--- config.mk ---
export PLATFORM = sky130hd
export DESIGN_NAME = vga_pixel_source
export DESIGN_NICKNAME = d
export VERILOG_FILES = /design/src/rtl/vga_pixel_source.sv
export SDC_FILE = /design/constraint.sdc
export NUM_CORES = 1
export LEC_CHECK = 0
export BUFFER_PORTS_ARGS = -buffer_cell sky130_fd_sc_hd__buf_4
export CORE_MARGIN = 4
export CORE_UTILIZATION = 40
export CTS_CLUSTER_DIAMETER = 120
export DETAILED_ROUTE_END_ITERATION = 8
export GPL_ROUTABILITY_DRIVEN = 0
export MAX_ROUTING_LAYER = met4
export PLACE_DENSITY = 0.63
export SLEW_MARGIN = 25
export SYNTH_ARGS = -nofsm -noshare
export SYNTH_HDL_FRONTEND = slang
export SYNTH_SLANG_ARGS = --single-unit
--- constraint.sdc ---
create_clock -name clk -period 3.7 [get_ports clk]
set_clock_uncertainty 0.05 [all_clocks]
set_input_delay 0.74 -clock clk [delete_from_list [all_inputs] [get_ports clk]]
set_output_delay 0.74 -clock clk [all_outputs]
set_load 0.02 [all_outputs]
--- src/rtl/vga_pixel_source.sv ---
// VGA pixel-stream source: timing counters, frame-buffer fetch strobe and a
// two-stage pipeline presenting aligned RGB/grey, position, index and syncs.
module vga_pixel_source #(
  parameter int H_ACTIVE = 640,
  parameter int H_FP     = 16,
  parameter int H_SYNC   = 96,
  parameter int H_BP     = 48,
  parameter int V_ACTIVE = 480,
  parameter int V_FP     = 10,
  parameter int V_SYNC   = 2,
  parameter int V_BP     = 33,
  parameter bit SYNC_POL = 1'b0
) (
  input  logic        clk,
  input  logic        rst_n,
  input  logic        pix_ce,
  output logic        rd_en,
  output logic [19:0] rd_addr,
  input  logic [7:0]  r_in,
  input  logic [7:0]  g_in,
  input  logic [7:0]  b_in,
  output logic [7:0]  grey_out,
  output logic [7:0]  r_out,
  output logic [7:0]  g_out,
  output logic [7:0]  b_out,
  output logic        en,
  output logic [10:0] vga_x,
  output logic [10:0] vga_y,
  output logic [19:0] vga_addr,
  output logic        vga_hs,
  output logic        vga_vs,
  output logic        frame_start
);

  localparam int H_TOTAL = H_ACTIVE + H_FP + H_SYNC + H_BP;
  localparam int V_TOTAL = V_ACTIVE + V_FP + V_SYNC + V_BP;
  localparam logic [10:0] H_LAST   = 11'(H_TOTAL - 1);
  localparam logic [10:0] V_LAST   = 11'(V_TOTAL - 1);
  localparam logic [10:0] HS_START = 11'(H_ACTIVE + H_FP);
  localparam logic [10:0] HS_END   = 11'(H_ACTIVE + H_FP + H_SYNC);
  localparam logic [10:0] VS_START = 11'(V_ACTIVE + V_FP);
  localparam logic [10:0] VS_END   = 11'(V_ACTIVE + V_FP + V_SYNC);

  logic [10:0] h_cnt_q, h_cnt_d, v_cnt_q, v_cnt_d;
  logic        active;

  logic [10:0] s1_h_q, s1_v_q;
  logic [19:0] s1_addr_q, s1_addr_d;
  logic        s1_act_q, s1_hs_q, s1_vs_q, s1_fs_q;
  logic        s1_hs_d, s1_vs_d, s1_fs_d;

  logic [7:0]  grey_q, grey_d, r_q, r_d, g_q, g_d, b_q, b_d;
  logic [15:0] sum;

  assign active  = (h_cnt_q < 11'(H_ACTIVE)) && (v_cnt_q < 11'(V_ACTIVE));
  assign rd_en   = pix_ce & active;
  assign rd_addr = 20'(v_cnt_q) * 20'(H_ACTIVE) + 20'(h_cnt_q);

  always_comb begin
    h_cnt_d = h_cnt_q + 11'd1;
    v_cnt_d = v_cnt_q;
    if (h_cnt_q == H_LAST) begin
      h_cnt_d = '0;
      v_cnt_d = (v_cnt_q == V_LAST) ? '0 : v_cnt_q + 11'd1;
    end
  end

  always_ff @(posedge clk or negedge rst_n) begin
    if (!rst_n) begin
      h_cnt_q <= '0;
      v_cnt_q <= '0;
    end else if (pix_ce) begin
      h_cnt_q <= h_cnt_d;
      v_cnt_q <= v_cnt_d;
    end
  end

  // The held index doubles as the blanking-time value of vga_addr.
  always_comb begin
    s1_addr_d = active ? rd_addr : s1_addr_q;
    s1_hs_d   = ((h_cnt_q >= HS_START) && (h_cnt_q < HS_END)) ? SYNC_POL : ~SYNC_POL;
    s1_vs_d   = ((v_cnt_q >= VS_START) && (v_cnt_q < VS_END)) ? SYNC_POL : ~SYNC_POL;
    s1_fs_d   = (h_cnt_q == '0) && (v_cnt_q == '0);
  end

  always_ff @(posedge clk or negedge rst_n) begin
    if (!rst_n) begin
      s1_h_q    <= '0;
      s1_v_q    <= '0;
      s1_addr_q <= '0;
      s1_act_q  <= 1'b0;
      s1_hs_q   <= ~SYNC_POL;
      s1_vs_q   <= ~SYNC_POL;
      s1_fs_q   <= 1'b0;
    end else if (pix_ce) begin
      s1_h_q    <= h_cnt_q;
      s1_v_q    <= v_cnt_q;
      s1_addr_q <= s1_addr_d;
      s1_act_q  <= active;
      s1_hs_q   <= s1_hs_d;
      s1_vs_q   <= s1_vs_d;
      s1_fs_q   <= s1_fs_d;
    end
  end

  // Read data arrives one advance after rd_en, so colour enters at stage 2.
  always_comb begin
    sum    = 16'd77 * 16'(r_in) + 16'd150 * 16'(g_in) + 16'd29 * 16'(b_in);
    grey_d = s1_act_q ? sum[15:8] : '0;
    r_d    = s1_act_q ? r_in : '0;
    g_d    = s1_act_q ? g_in : '0;
    b_d    = s1_act_q ? b_in : '0;
  end

  always_ff @(posedge clk or negedge rst_n) begin
    if (!rst_n) begin
      grey_q      <= '0;
      r_q         <= '0;
      g_q         <= '0;
      b_q         <= '0;
      en          <= 1'b0;
      vga_x       <= '0;
      vga_y       <= '0;
      vga_addr    <= '0;
      vga_hs      <= ~SYNC_POL;
      vga_vs      <= ~SYNC_POL;
      frame_start <= 1'b0;
    end else if (pix_ce) begin
      grey_q      <= grey_d;
      r_q         <= r_d;
      g_q         <= g_d;
      b_q         <= b_d;
      en          <= s1_act_q;
      vga_x       <= s1_h_q;
      vga_y       <= s1_v_q;
      vga_addr    <= s1_addr_q;
      vga_hs      <= s1_hs_q;
      vga_vs      <= s1_vs_q;
      frame_start <= s1_fs_q;
    end
  end

  assign grey_out = grey_q;
  assign r_out    = r_q;
  assign g_out    = g_q;
  assign b_out    = b_q;

endmodule

==> reports/results.tsv <==
stage	metric	value	unit
global_route	grt_max_degree	72	
cells_and_area	fin_nets	1313	
setup_path	crit_required	3.96	ns
route	drcViolationCount	0	
cells_and_area	final_cells	1450	
synth	syn-num-nets	1093	
cells_and_area	final_cell_mix	218 x buf_4, 139 x dfrtp_1, 121 x inv_1, 87 x ha_1, 74 x mux2_2	
synth	synth.top_cell.area_share	36.5	%
clock_network	numCtsBuffers	17	
clock_network	cts-htree-levels	4	
sta	final_hold_viol_count	0	
floorplanning	dieArea	26900	um^2
synth	ys_ff_latch	146	
job	cap_violations	0	
floorplanning	fp.dieW	164	um
setup_path	reg2reg_depth	11	
route	antenna_left	0	
outcome	outcome	finished, violations left	
sta	layout_setup_ws	-2.39	ns
setup_path	crit_path_start	g_in[4]	
global_route	antenna_found_initial	0	
setup_path	cp_max_fo	4	
clock_network	clock_path_buffers	2	
cells_and_area	stdcell_area	13100	um^2
floorplanning	dieHeight	164	um
place	pre_cts_slack	-2.90	ns
clock_network	cts.sinks	146	
floorplanning	start_util	41.0	%
setup_path	end_kind	register	
setup_path	r2r-end	s1_addr_q[18]	
sta	period_share	165	%
min_path	hp-class	in -> async	
floorplanning	num_io_pins	126	
synth	synth_area_leaders	dfrtp_1 36%, ha_1 14%, fa_1 12%, mux2_2 8.6%, inv_1 5.1%	
cells_and_area	multi_input_area	6080	um^2
synth	yosys.area.top_type	dfrtp_1	
setup_path	worstPathArrival	6.35	ns
sta	tightest_slew	0.804	ns
cells_and_area	final_common_cell	buf_4	
global_route	overflow	0	
sta	final.setup.tns	-17.24	ns
clock_network	cts_tree	done	
sta	relSlewSlack	45.9	%
cells_and_area	antenna_cells	0	
synth	seq_area_frac_synth	37.5	%
setup_path	r2r_setup_slack	0.79	ns
clock_network	clock_latency	0.42	ns
outcome	violations	negative setup slack	
setup_path	start_kind	input port	
setup_path	critical_path_class	in -> reg	
cells_and_area	fill_cells	2056	
place	hpwl	17600	um
place	placed_cells	1403	
synth	syn_avg_cell_area	10.8	um^2
global_route	grt_pass1_vias	7522	
power_and_ir_drop	leakage	6.55	nW
power_and_ir_drop	vdd_drop_max	0.00112	V
route	viasPerCell	4.94	
cells_and_area	layout.area.seq	3660	um^2
route	vias	7162	
route	post_drt_wl_per_cell	16.1	um
sta	slew_violations	0	
global_route	grt.total_usage	18.4	%
floorplanning	rows	56	
setup_path	r2r-start	v_cnt_q[3]	
place	placed_cell_area	11800	um^2
synth	async_flop_share	100	%
cells_and_area	area_growth_syn_to_layout	34.3	%
power_and_ir_drop	power.density	839	nW/um^2
synth	syn_inst	899	
synth	synth-edff-count	0	
route	drt_wl_total	23300	um
clock_network	cts-root-buf	clkbuf_16	
synth	yosysWarningCount	0	
global_route	grt_pass1_wl	38400	um
synth	ys.flop_type	dfrtp_1	
sta	timing.fmax	164	MHz
sta	setup_viol	11	
sta	rsz0062_at_grt	true	
place	io_buffers	125	
synth	netlist_area	9740	um^2
route	dr.first_iter.drc_count	335	
sta	period_needed	6.09	ns
synth	ys_types	65	
clock_network	clk_pin_slew_worst_paths	0.06	ns
cells_and_area	drive_gt1_share	39.7	%
floorplanning	core_area	23800	um^2
route	firstDrtPassIters	6	
what timing repair did:
item / 4_1_cts / 5_1_grt
gates resized for setup: 53 / 51
hold buffers: 0 / 0
buffers inserted: 11 / 8
endpoints found under the setup margin: 14 / 15
hold endpoints to repair: 0 / 0
pin swaps: 40 / 24
final cells by class:
cell class,instances,area share [%]
tap,319,3.05
clock inverter,13,1.31
multi-input combinational,587,46.5
inverter,133,3.81
timing repair buffer,234,14.1
sequential,146,28.0
clock buffer,18,3.28
worst max-delay path: stages:
cell	delay, ns
buf_8	0.10
ha_4	0.23
ha_4	0.26
inv_2	0.03
fa_1	0.46
fa_1	0.51
inv_2	0.05
ha_4	0.24
a211oi_2	0.24
nor2_2	0.07
ha_1	0.31
fa_1	0.50
inv_2	0.05
fa_2	0.35
fa_1	0.52
inv_2	0.05
ha_4	0.21
and3_4	0.18
a221o_1	0.31
a21o_1	0.18
a221oi_2	0.29
xor3_1	0.26
a31o_2	0.21
power breakdown:
part | internal, mW | leakage [nW] | total (mW) | switching [mW]
sequential | 1.81 | 1.89 | 1.98 | 0.174
combinational | 3.71 | 4.37 | 7.22 | 3.51
clock | 1.07 | 0.289 | 1.79 | 0.722
cells in the mapped netlist (2+ instances only):
cell type and n:
o21a_1 3, a31o_2 2, nor2b_1 9, xnor2_1 27, xor2_1 17, nor3_4 2, a31oi_1 4, buf_4 7
nor2_1 31, and3_1 4, a311o_1 2, and2_1 3, nand4_1 9, a221oi_1 2, or2_2 3, o21ai_0 52
or3_1 3, inv_1 132, o21bai_1 3, a21oi_1 14, nand2_1 58, a211oi_1 4, dfstp_2 4, nor4_1 4
nand2b_1 5, nor3_1 8, mux2_2 74, o31ai_1 2, buf_1 4, nand3_1 35, clkbuf_1 20, a21o_1 6
ha_1 110, o22ai_1 7, fa_1 57, dfrtp_1 142, o211a_1 2
flip-flops by register name, indices dropped and copies added (netlist names), 8 cells and up:
signal,cells
v_cnt_q,11
g_out,8
h_cnt_q,11
s1_v_q,11
s1_h_q,11
s1_addr_q,20
b_out,8
vga_y,11
vga_addr,20
r_out,8
grey_out,8
vga_x,11
metrics by stage:
| stage | total power [mW] | util [%] | hold slack (ns) |
|---|---|---|---|
| 6_report | 11.0 | 55.1 | 0.244 |
| 5_1_grt | 11.8 | 55.1 | 0.296 |
| 4_1_cts | 10.6 | 53.8 | 0.273 |
| 3_5_place_dp | 7.69 | 49.9 | 0.410 |
| 3_3_place_gp | 7.60 | 49.9 | 0.404 |
| 2_1_floorplan | 5.71 | - | 0.390 |
cell families after synthesis:
| group | Yosys count | share of synthesized area (%) |
|---|---|---|
| and+or+nand+nor | 186 | 9.66 |
| adders and majority gates | 167 | 25.8 |
| buffers and inverters | 166 | 6.86 |
| DFF | 146 | 37.5 |
| AOI/OAI and AO/OA | 115 | 7.36 |
| muxes | 74 | 8.55 |
| xor gates and xnor gates | 45 | 4.20 |
metal layers:
layer  part of all wire [%]  GRT usage [%]  wire [um]  vias up
li1                       -              -          -     3448
met3                    4.2           3.56        970       17
met2                     49           29.4      11400      132
met5                      0              -          0        -
met1                     46           24.6      10700     3565
met4                    1.0           4.19        244        0
worst max-delay path by stage:
stage                  end  slack (ns)
3_5_place_dp   grey_out[7]       -2.90
6_report       grey_out[7]       -2.39
2_1_floorplan  grey_out[7]       -2.55
3_3_place_gp   grey_out[7]       -2.84
4_1_cts        grey_out[7]       -2.35
5_1_grt        grey_out[7]       -2.59
Note: power is estimated with default switching activity, not from simulation.
